### src/rtl/sipo_word_framer.sv
// sipo_word_framer
//   Serial-in, parallel-out framer feeding a WIDTH-bit load register.
//   A start strobe arms the framer; WIDTH valid serial bits are collected and
//   the finished word is presented on word_out together with a one-cycle load
//   pulse. start during a partially collected frame aborts it (frame_err).
//
// Ports
//   clk        system clock, rising edge
//   res        synchronous active-high reset
//   start      arm / re-arm strobe
//   sin        serial data bit
//   sin_valid  sin carries a bit this cycle
//   word_out   last completed word, held until the next completion
//   load       one-cycle pulse with each new word_out
//   busy       high while in SHIFT
//   bit_cnt    bits accepted in the current frame
//   frame_err  one-cycle pulse when a partial frame is aborted
//
// State table
//   state   | meaning
//   S_IDLE  | waiting for start; serial input ignored
//   S_SHIFT | collecting bits; start here re-arms (abort if bits already taken)

module sipo_word_framer #(
  parameter int WIDTH     = 32,
  parameter bit MSB_FIRST = 1'b1
) (
  input  logic                       clk,
  input  logic                       res,
  input  logic                       start,
  input  logic                       sin,
  input  logic                       sin_valid,
  output logic [WIDTH-1:0]           word_out,
  output logic                       load,
  output logic                       busy,
  output logic [$clog2(WIDTH+1)-1:0] bit_cnt,
  output logic                       frame_err
);

  localparam int CW = $clog2(WIDTH+1);
  localparam logic [CW-1:0] LAST_IDX = CW'(WIDTH-1);

  typedef enum logic {S_IDLE, S_SHIFT} state_t;

  state_t           r_state;
  logic [WIDTH-1:0] r_shreg;
  logic [CW-1:0]    r_bit_cnt;
  logic [WIDTH-1:0] r_word;
  logic             r_load;
  logic             r_frame_err;

  state_t           w_state;
  logic [WIDTH-1:0] w_shreg;
  logic [CW-1:0]    w_bit_cnt;
  logic [WIDTH-1:0] w_word;
  logic             w_load;
  logic             w_frame_err;
  logic [WIDTH-1:0] w_shifted;

  // Shift direction decides where the first bit ends up once WIDTH bits are in.
  assign w_shifted = MSB_FIRST ? {r_shreg[WIDTH-2:0], sin}
                               : {sin, r_shreg[WIDTH-1:1]};

  always_ff @(posedge clk) begin
    if (res) begin
      r_state     <= S_IDLE;
      r_shreg     <= '0;
      r_bit_cnt   <= '0;
      r_word      <= '0;
      r_load      <= 1'b0;
      r_frame_err <= 1'b0;
    end else begin
      r_state     <= w_state;
      r_shreg     <= w_shreg;
      r_bit_cnt   <= w_bit_cnt;
      r_word      <= w_word;
      r_load      <= w_load;
      r_frame_err <= w_frame_err;
    end
  end

  always_comb begin
    w_state     = r_state;
    w_shreg     = r_shreg;
    w_bit_cnt   = r_bit_cnt;
    w_word      = r_word;
    w_load      = 1'b0;
    w_frame_err = 1'b0;
    case (r_state)
      S_IDLE: begin
        if (start) begin
          w_state   = S_SHIFT;
          w_shreg   = '0;
          w_bit_cnt = '0;
        end
      end
      S_SHIFT: begin
        // start has priority over the incoming bit, including the final one.
        if (start) begin
          w_frame_err = (r_bit_cnt != '0);
          w_shreg     = '0;
          w_bit_cnt   = '0;
        end else if (sin_valid) begin
          if (r_bit_cnt == LAST_IDX) begin
            w_word    = w_shifted;
            w_load    = 1'b1;
            w_state   = S_IDLE;
            w_shreg   = '0;
            w_bit_cnt = '0;
          end else begin
            w_shreg   = w_shifted;
            w_bit_cnt = r_bit_cnt + CW'(1);
          end
        end
      end
      default: begin
        w_state   = S_IDLE;
        w_shreg   = '0;
        w_bit_cnt = '0;
      end
    endcase
  end

  assign word_out  = r_word;
  assign load      = r_load;
  assign busy      = (r_state == S_SHIFT);
  assign bit_cnt   = r_bit_cnt;
  assign frame_err = r_frame_err;

endmodule

### config.mk
export PLATFORM = sky130hd
export DESIGN_NAME = sipo_word_framer
export DESIGN_NICKNAME = d
export VERILOG_FILES = /design/src/rtl/sipo_word_framer.sv
export SDC_FILE = /design/constraint.sdc
export NUM_CORES = 1
export LEC_CHECK = 0
export ABC_CLOCK_PERIOD_IN_PS = 2600
export BUFFER_PORTS_ARGS = -buffer_cell sky130_fd_sc_hd__buf_2
export CORE_MARGIN = 4
export CORE_UTILIZATION = 63
export CTS_BUF_LIST = sky130_fd_sc_hd__clkbuf_8
export CTS_CLUSTER_DIAMETER = 50
export DETAILED_ROUTE_END_ITERATION = 16
export GPL_ROUTABILITY_DRIVEN = 0
export PLACE_DENSITY_LB_ADDON = 0.2
export SLEW_MARGIN = 10
export SYNTH_ARGS = -nofsm -noshare
export SYNTH_HDL_FRONTEND = slang
export SYNTH_SLANG_ARGS = --single-unit
### constraint.sdc
create_clock -name clk -period 2.6 [get_ports clk]
set_input_delay 0.26 -clock clk [delete_from_list [all_inputs] [get_ports clk]]
set_output_delay 0.26 -clock clk [all_outputs]
set_load 0.005 [all_outputs]
* Word level (Yosys, flattened, before mapping)
Index checks and enable logic that the tools add are counted.
Storage, ports and cells: bits in registers 72, bits in read-only memories 0, bits in latches 0, output and inout bits 41, RAM bits 0, logic and storage cells 34, memories 0
Operators by class: $add $sub $neg 1, bitwise operators 3, div/mod/pow operators 0, equal/unequal tests 3, mux-type cells 16, multipliers 0, reduce and logical (&&, ||, !) cells 5, shifts and indexed selects 0, magnitude comparators 0
Operators with widths (count):
- 31-bit two-way mux | 4
- 31-bit case mux with 2 select lines | 1
- 6-bit two-way mux | 4
- 6-bit case mux with 2 select lines | 1
- 6-bit by 1-bit adder with 6-bit output (second input constant) | 1
- 6-bit by 5-bit equality test with 1-bit output (second input constant) | 1
- 6-bit nonzero test | 1
- 1-bit two-way mux | 5
- 4-bit AND reduction | 1
- 4-bit OR reduction | 1
- 3-bit inequality test (second input constant) | 1
- 1-bit inverter | 3
- 3-bit OR reduction | 1
- 2-bit inequality test (second input constant) | 1
- 1-bit case mux with 2 select lines | 1
- 2-bit AND reduction | 1

* Logic depth before layout (Yosys ltp)
Gate-level depths: netlist of run 1.
depth in word-level cells 5, depth in mapped cells 5, mapped depth without buffers 4

* Worst setup path before layout of run 1
No wires, ideal clock.
kind register to register, start reg r_bit_cnt[1] (netlist: bit_cnt[1]), end reg r_word[10] (netlist: word_out[10]), buffers on the path 1, required time 2528 ps, path slack 1116 ps, cell stages (with the launch flop) 6, arrival time 1413 ps, setup time 72 ps, clock period less this slack 1484 ps, path through dfxtp_1 > ha_1 > nand3_1 > nor3_4 > buf_6 > mux2i_1
On the way: word-level cells in the longest chain between the ends 2
Ends and longest elaborated chain:
- start, declared | RTL line 47 | logic [CW-1:0] r_bit_cnt;
- start signal, assigned | RTL line 75 | r_bit_cnt <= w_bit_cnt;
- 6-bit by 5-bit equality test with 1-bit output | RTL line 104 | if (r_bit_cnt == LAST_IDX) begin
- 4-bit AND reduction (no source line)
- end signal, assigned | RTL line 76 | r_word <= w_word;
- end, declared | RTL line 48 | logic [WIDTH-1:0] r_word;
Every way passes these cells. A chain may end at the register's enable or synchronous reset.

* Final worst setup path of run 1
start reg r_bit_cnt[1] (netlist: bit_cnt[1]), end reg r_word[7] (netlist: word_out[7])
The elaborated chain is that of the path after synthesis.

==> results of run 1 <==
[cell usage after synthesis, types with 3 or more instances]
| library cell | instances | area [um2] |
|---|---|---|
| nand3_1 | 3 | 15.0 |
| dfxtp_1 | 72 | 1440 |
| nand2_1 | 36 | 135 |
| nand2b_1 | 64 | 400 |
| buf_6 | 3 | 33.8 |
| mux2i_1 | 32 | 320 |
| inv_1 | 4 | 15.0 |
| clkbuf_1 | 22 | 82.6 |
| a21oi_1 | 37 | 185 |
| o211ai_1 | 34 | 255 |
| buf_2 | 4 | 20.0 |
[registers in the layout (all words and copies together) (netlist names)]
name       count
word_out      32
frame_err      1
busy           1
load           1
bit_cnt        6
r_shreg       31
[per-layer routing]
metal	global-route usage	share of wire	vias up
met2	0.315	0.45	34
met5	0	0	-
li1	-	-	1202
met3	0.0441	0.033	11
met1	0.267	0.49	1099
met4	0.125	0.022	0
[cell families (layout without fill, tap and decap cells)]
group                      Yosys count  in the layout  share of synthesized area
buffers and inverters               34             73                     0.0506
AOI/OAI and AO/OA                   75             75                      0.151
adders and majority gates            2              2                    0.00816
DFF                                 72             72                      0.470
and+or+nand+nor                    115            115                      0.213
xor gates and xnor gates             1              1                    0.00286
muxes                               32             32                      0.104
[power by group through the flow]
stage	registers (mW)	clock network, mW	logic [mW]
global placement	1.13	0	0.0653
floorplan	1.13	0	0.0499
finish	1.11	0.975	0.0660
global route	1.11	1.04	0.0721
detailed placement	1.13	0	0.0659
CTS	1.11	0.995	0.0659
[worst paths after layout]
path,startpoint,depth (start not counted),endpoint
worst min-delay path,sin,3,word_out[0]
worst max-delay path,bit_cnt[1],5,word_out[7]
worst min register to register,r_shreg[30],2,r_shreg[30]
worst max register to register,bit_cnt[1],5,word_out[7]
[worst max-delay path: stages (launching register included)]
cell	delay [ps]
dfxtp_1	440
ha_1	240
nand3_1	220
nor3_4	190
buf_4	340
mux2i_1	260
[metrics by stage]
stage	worst slack, ps	cells	cell area (um2)
floorplan	1120	331	3070
global placement	904	421	3290
detailed placement	804	421	3290
CTS	795	437	3510
global route	633	437	3510
finish	817	437	3510
[area by class of cell]
class                   count  area (um2)
flip-flops and latches     72        1440
clock inverters             6        82.6
clock buffers              10         138
fillers                   335        1210
inverters                   5        18.8
well taps                  67        83.8
multi-input cells         225        1470
repair buffers             52         278
==> impl_metrics.py, run 1 <==
metrics = {
    "finish": {
        "syn_to_final_growth_pct": 14.5,
        "n_antenna_cell": 0,
        "drive_gt1_frac": 0.192,
        "final_util": 0.744,
        "final_nets": 372,
        "layout_commonest_cell": "dfxtp_1",
        "layout_common_cells": "72 x dfxtp_1, 64 x nand2b_1, 45 x buf_2",
    },
    "power": {
        "p_sw_frac": 0.213,
        "leakage_nw": 1.24,
        "p_sw_mw": 0.459,
        "p_seq_frac": 0.515,
        "p_int_mw": 1.69,
        "vdd_drop_max_uv": 509,
        "total_power_mw": 2.15,
        "p_clk_frac": 0.454,
        "pwr_density_cell_nw_per_um2": 611,
        "combPwrFrac": 0.031,
    },
    "logic_synthesis": {
        "yosysSeqAreaShare": 0.470,
        "ys_warn_count": 0,
        "async_flop_share": 0,
        "synth_seq_cells": 72,
        "synth_area_um2": 3070,
        "synth_edf_count": 0,
        "post_synth_inst_count": 331,
        "syn_nets": 338,
        "syn_avg_cell_area_um2": 9.27,
        "yosysUniqueCellTypes": 27,
        "synthFlopType": "dfxtp_1",
    },
    "job": {
        "max_cap_viol_count": 0,
    },
    "route": {
        "vias": 2346,
        "routed_wl_mm": 5.89,
        "drc": 0,
        "drt_first_iter_violations": 178,
        "postRouteAntennaNets": 0,
        "via_per_inst": 5.37,
        "routedWlPerCell_um": 13.5,
        "drt_first_pass_iters": 4,
    },
    "global_route": {
        "grt_pass1_vias": 2130,
        "globalRouteTotalUtil": 0.207,
        "grt_pass1_wl_mm": 9.93,
        "grt_overflow": 0,
        "grt_max_degree": 67,
        "antenna_found_initial": 0,
    },
    "clocking": {
        "ctsResizeCount": 0,
        "cts_root_buf": "clkbuf_8",
        "worstSkewPairLatency_ps": 350,
        "path_clk_slew_ps": 80,
        "cts_setup_buffers": 0,
        "cts_tree": "yes",
        "cts_inserted_buffers": 9,
        "clockBufferDepth": 2,
        "htreeDepth": 3,
        "cts_hold_buffers": 0,
        "clock-sinks": 72,
    },
    "sta": {
        "setup_violations": 0,
        "whs_ps": 191,
        "tns_ps": 0,
        "final_max_slew_viol_count": 0,
        "finalClockSkew_ps": 7.18,
        "final-hold-violation-count": 0,
        "fin_crit_sh": 0.686,
        "rsz0062_at_grt": "no",
        "timing.fmax_mhz": 561,
        "slew-limit-headroom": 0.516,
        "tightest_slew_ps": 726,
        "finalCriticalPeriod_ps": 1780,
    },
    "setup_path": {
        "worstSetupStartpointType": "flop",
        "required_ps": 2870,
        "r2r_slack_ps": 820,
        "worstPathMaxFanout": 20,
        "worst_ep_arrival_time_ps": 2050,
        "critPathKind": "flop to flop",
        "end_kind": "flop",
    },
    "floorplanning": {
        "rows": 25,
        "start_util": 0.650,
        "die_h_um": 77.8,
        "coreArea_um2": 4720,
        "io_pins": 46,
        "dieWidth_um": 77.8,
        "die_area_um2": 6050,
    },
    "worst_hold_path": {
        "worstHoldPathType": "input pin to flop",
    },
    "run_status": {
        "status": "completed",
    },
    "place": {
        "portBuffers": 45,
        "dp_hpwl_mm": 3.53,
    },
}
Power figures use the tool's default switching activity.
==> run 2: changes to the inputs <==
Settings changed: ABC_AREA set to 1, ABC_CLOCK_PERIOD_IN_PS 2600 to 1700, CORE_UTILIZATION 63 to 57.
Clock period 2.6 ns to 1.7 ns, I/O delays scaled along.
==> impl_metrics.py, run 2 <==
metrics = {
    "setup_path": {
        "worstSetupStartpointType": "flop",
        "rr_startpoint": "bit_cnt[1]",
        "worst_ep_arrival_time_ps": 1790,
        "required_ps": 1930,
        "r2r_slack_ps": 140,
        "cp_slowest_cell": "dfxtp_1",
        "end_kind": "flop",
        "crit_path_max_incr_delay_ps": 400,
        "crit_path_cell_trace": "ha_1 -> nand3_2 -> nor2_4 -> nand2_4 -> buf_4 -> nand3_1 -> nand2_1",
        "worstPathMaxFanout": 33,
        "reg2reg_to": "word_out[27]",
        "ff2ff_path_depth": 7,
        "critPathKind": "flop to flop",
    },
    "floorplanning": {
        "io_pins": 46,
        "dieWidth_um": 76.2,
        "die_area_um2": 5810,
        "die_h_um": 76.2,
        "start_util": 0.601,
        "coreArea_um2": 4410,
        "rows": 24,
    },
    "logic_synthesis": {
        "synth_top_area_share": 0.543,
        "yosys-top-cells-area": "dfxtp_1 54%, nand2_1 20%, a21oi_1 6.8%, nand3_1 6.6%, buf_6 2.5%",
        "syn_nets": 337,
        "synthFlopType": "dfxtp_1",
        "synth_seq_cells": 72,
        "yosysSeqAreaShare": 0.543,
        "async_flop_share": 0,
        "ys_warn_count": 0,
        "synth_area_um2": 2650,
        "post_synth_inst_count": 330,
        "yosysUniqueCellTypes": 25,
        "synth_area_leader_cell": "dfxtp_1",
        "synthTopCellsByCount": "139 x nand2_1, 72 x dfxtp_1, 36 x a21oi_1, 35 x nand3_1, 7 x buf_2",
        "syn_avg_cell_area_um2": 8.04,
        "synth.most_common_cell": "nand2_1",
        "synth_edf_count": 0,
    },
    "sta": {
        "finalCriticalPeriod_ps": 1560,
        "final_max_slew_viol_count": 0,
        "final-hold-violation-count": 0,
        "slew-limit-headroom": 0.747,
        "setup_violations": 0,
        "rsz0062_at_grt": "no",
        "tightest_slew_ps": 380,
        "timing.fmax_mhz": 642,
        "finalClockSkew_ps": 4.76,
        "whs_ps": 41.2,
        "tns_ps": 0,
        "layout_setup_ws_ps": 142,
        "fin_crit_sh": 0.917,
    },
    "global_route": {
        "grt_overflow": 0,
        "grt_pass1_vias": 2008,
        "grt_pass1_wl_mm": 9.07,
        "gr-usage-met3": 0.0757,
        "top_usage_layer": "met2",
        "use_met2": 0.301,
        "antenna_found_initial": 0,
        "met1_usage": 0.231,
        "grt_max_degree": 38,
        "globalRouteTotalUtil": 0.188,
    },
    "finish": {
        "final_nets": 381,
        "layout_common_cells": "139 x nand2_1, 72 x dfxtp_1, 45 x buf_2",
        "layout_commonest_cell": "nand2_1",
        "n_antenna_cell": 0,
        "final_util": 0.694,
        "largest_reg_flops": 32,
        "syn_to_final_growth_pct": 15.6,
        "drive_gt1_frac": 0.198,
        "regArea_um2": 1440,
        "multi_input_area_um2": 1070,
        "fill_cells": 382,
    },
    "worst_hold_path": {
        "hold_start": "sin",
        "holdPathStages": 3,
        "worstHoldPathType": "input pin to flop",
        "min_delay_worst_endpoint": "word_out[0]",
    },
    "place": {
        "dp_hpwl_mm": 3.24,
        "pre_cts_ws_ps": 97.0,
        "portBuffers": 45,
    },
    "power": {
        "pwr_density_cell_nw_per_um2": 950,
        "leakage_nw": 1.40,
        "vdd_drop_max_uv": 716,
        "total_power_mw": 2.91,
    },
    "job": {
        "max_cap_viol_count": 0,
    },
    "route": {
        "drc": 0,
        "routedWlPerCell_um": 12.7,
        "postRouteAntennaNets": 0,
        "drt_first_iter_violations": 165,
        "via_per_inst": 5.19,
        "routed_wl_mm": 5.49,
        "drt_first_pass_iters": 4,
        "vias": 2235,
    },
    "clocking": {
        "cts_inserted_buffers": 9,
        "htreeDepth": 3,
        "cts_root_buf": "clkbuf_8",
        "cts_tree": "yes",
        "clock-sinks": 72,
        "path_clk_slew_ps": 70,
        "cts_setup_buffers": 0,
        "cts_hold_buffers": 0,
        "clockBufferDepth": 2,
        "ctsResizeCount": 0,
        "worstSkewPairLatency_ps": 340,
    },
    "run_status": {
        "status": "completed",
    },
}
## run 2: changes by cell type after synthesis, moves of 16 or more
cell	delta
nand2_1	+103
nand3_1	+32
o211ai_1	-33
mux2i_1	-32
nand2b_1	-64
clkbuf_1	-16
## run 2: area by class of cell
| cell class | instances | share of cell area |
|---|---|---|
| clock buffer | 10 | 0.0449 |
| inverter | 8 | 0.00980 |
| clock inverter | 6 | 0.00939 |
| sequential | 72 | 0.470 |
| tap | 52 | 0.0212 |
| timing repair buffer | 51 | 0.0963 |
| multi-input combinational | 232 | 0.348 |
## run 2: where the power goes
part	total (mW)	switching [mW]	internal [mW]	leakage, nW
logic	0.0908	0.0684	0.0224	0.720
registers	1.69	0.00344	1.69	0.580
clock network	1.13	0.581	0.548	0.0958
## run 2: stage by stage
stage,area [um2],std cells
finish,3070,431
global route,3070,431
CTS,3030,429
detailed placement,2870,413
global placement,2870,413
floorplan,2650,330
## run 2: worst max path at each step
stage	slack [ps]	startpoint	to	depth (start not counted)
final	140	bit_cnt[1]	word_out[27]	7
after global routing	20	bit_cnt[1]	word_out[26]	7
after CTS	90	bit_cnt[1]	word_out[26]	7
after detailed placement	100	bit_cnt[1]	word_out[26]	7
after global placement	190	bit_cnt[1]	word_out[19]	7
after floorplan	360	bit_cnt[0]	word_out[10]	8
## run 2: critical path: cells and delay by family (launching register included)
kind | cells | cell delay [ps]
adder cells (fa/ha/maj) | 1 | 230
buffers and inverters | 1 | 260
flip-flops | 1 | 400
AND/OR/NAND/NOR | 5 | 560
## run 2: kinds of logic (layout without fill, tap and decap cells)
group           Yosys count  in the layout  share of synthesized area
compound gates           41             41                     0.0811
xor+xnor                  1              1                    0.00330
fa+ha+maj                 2              2                    0.00943
buf+inv                  27             75                     0.0585
flops                    72             72                      0.543
simple gates            187            188                      0.304
## run 2: per-layer routing
| layer | routed length (um) | up-vias |
|---|---|---|
| li1 | - | 1145 |
| met1 | 2590 | 1028 |
| met2 | 2580 | 60 |
| met3 | 300 | 2 |
| met4 | 25 | 0 |
| met5 | 0 | - |
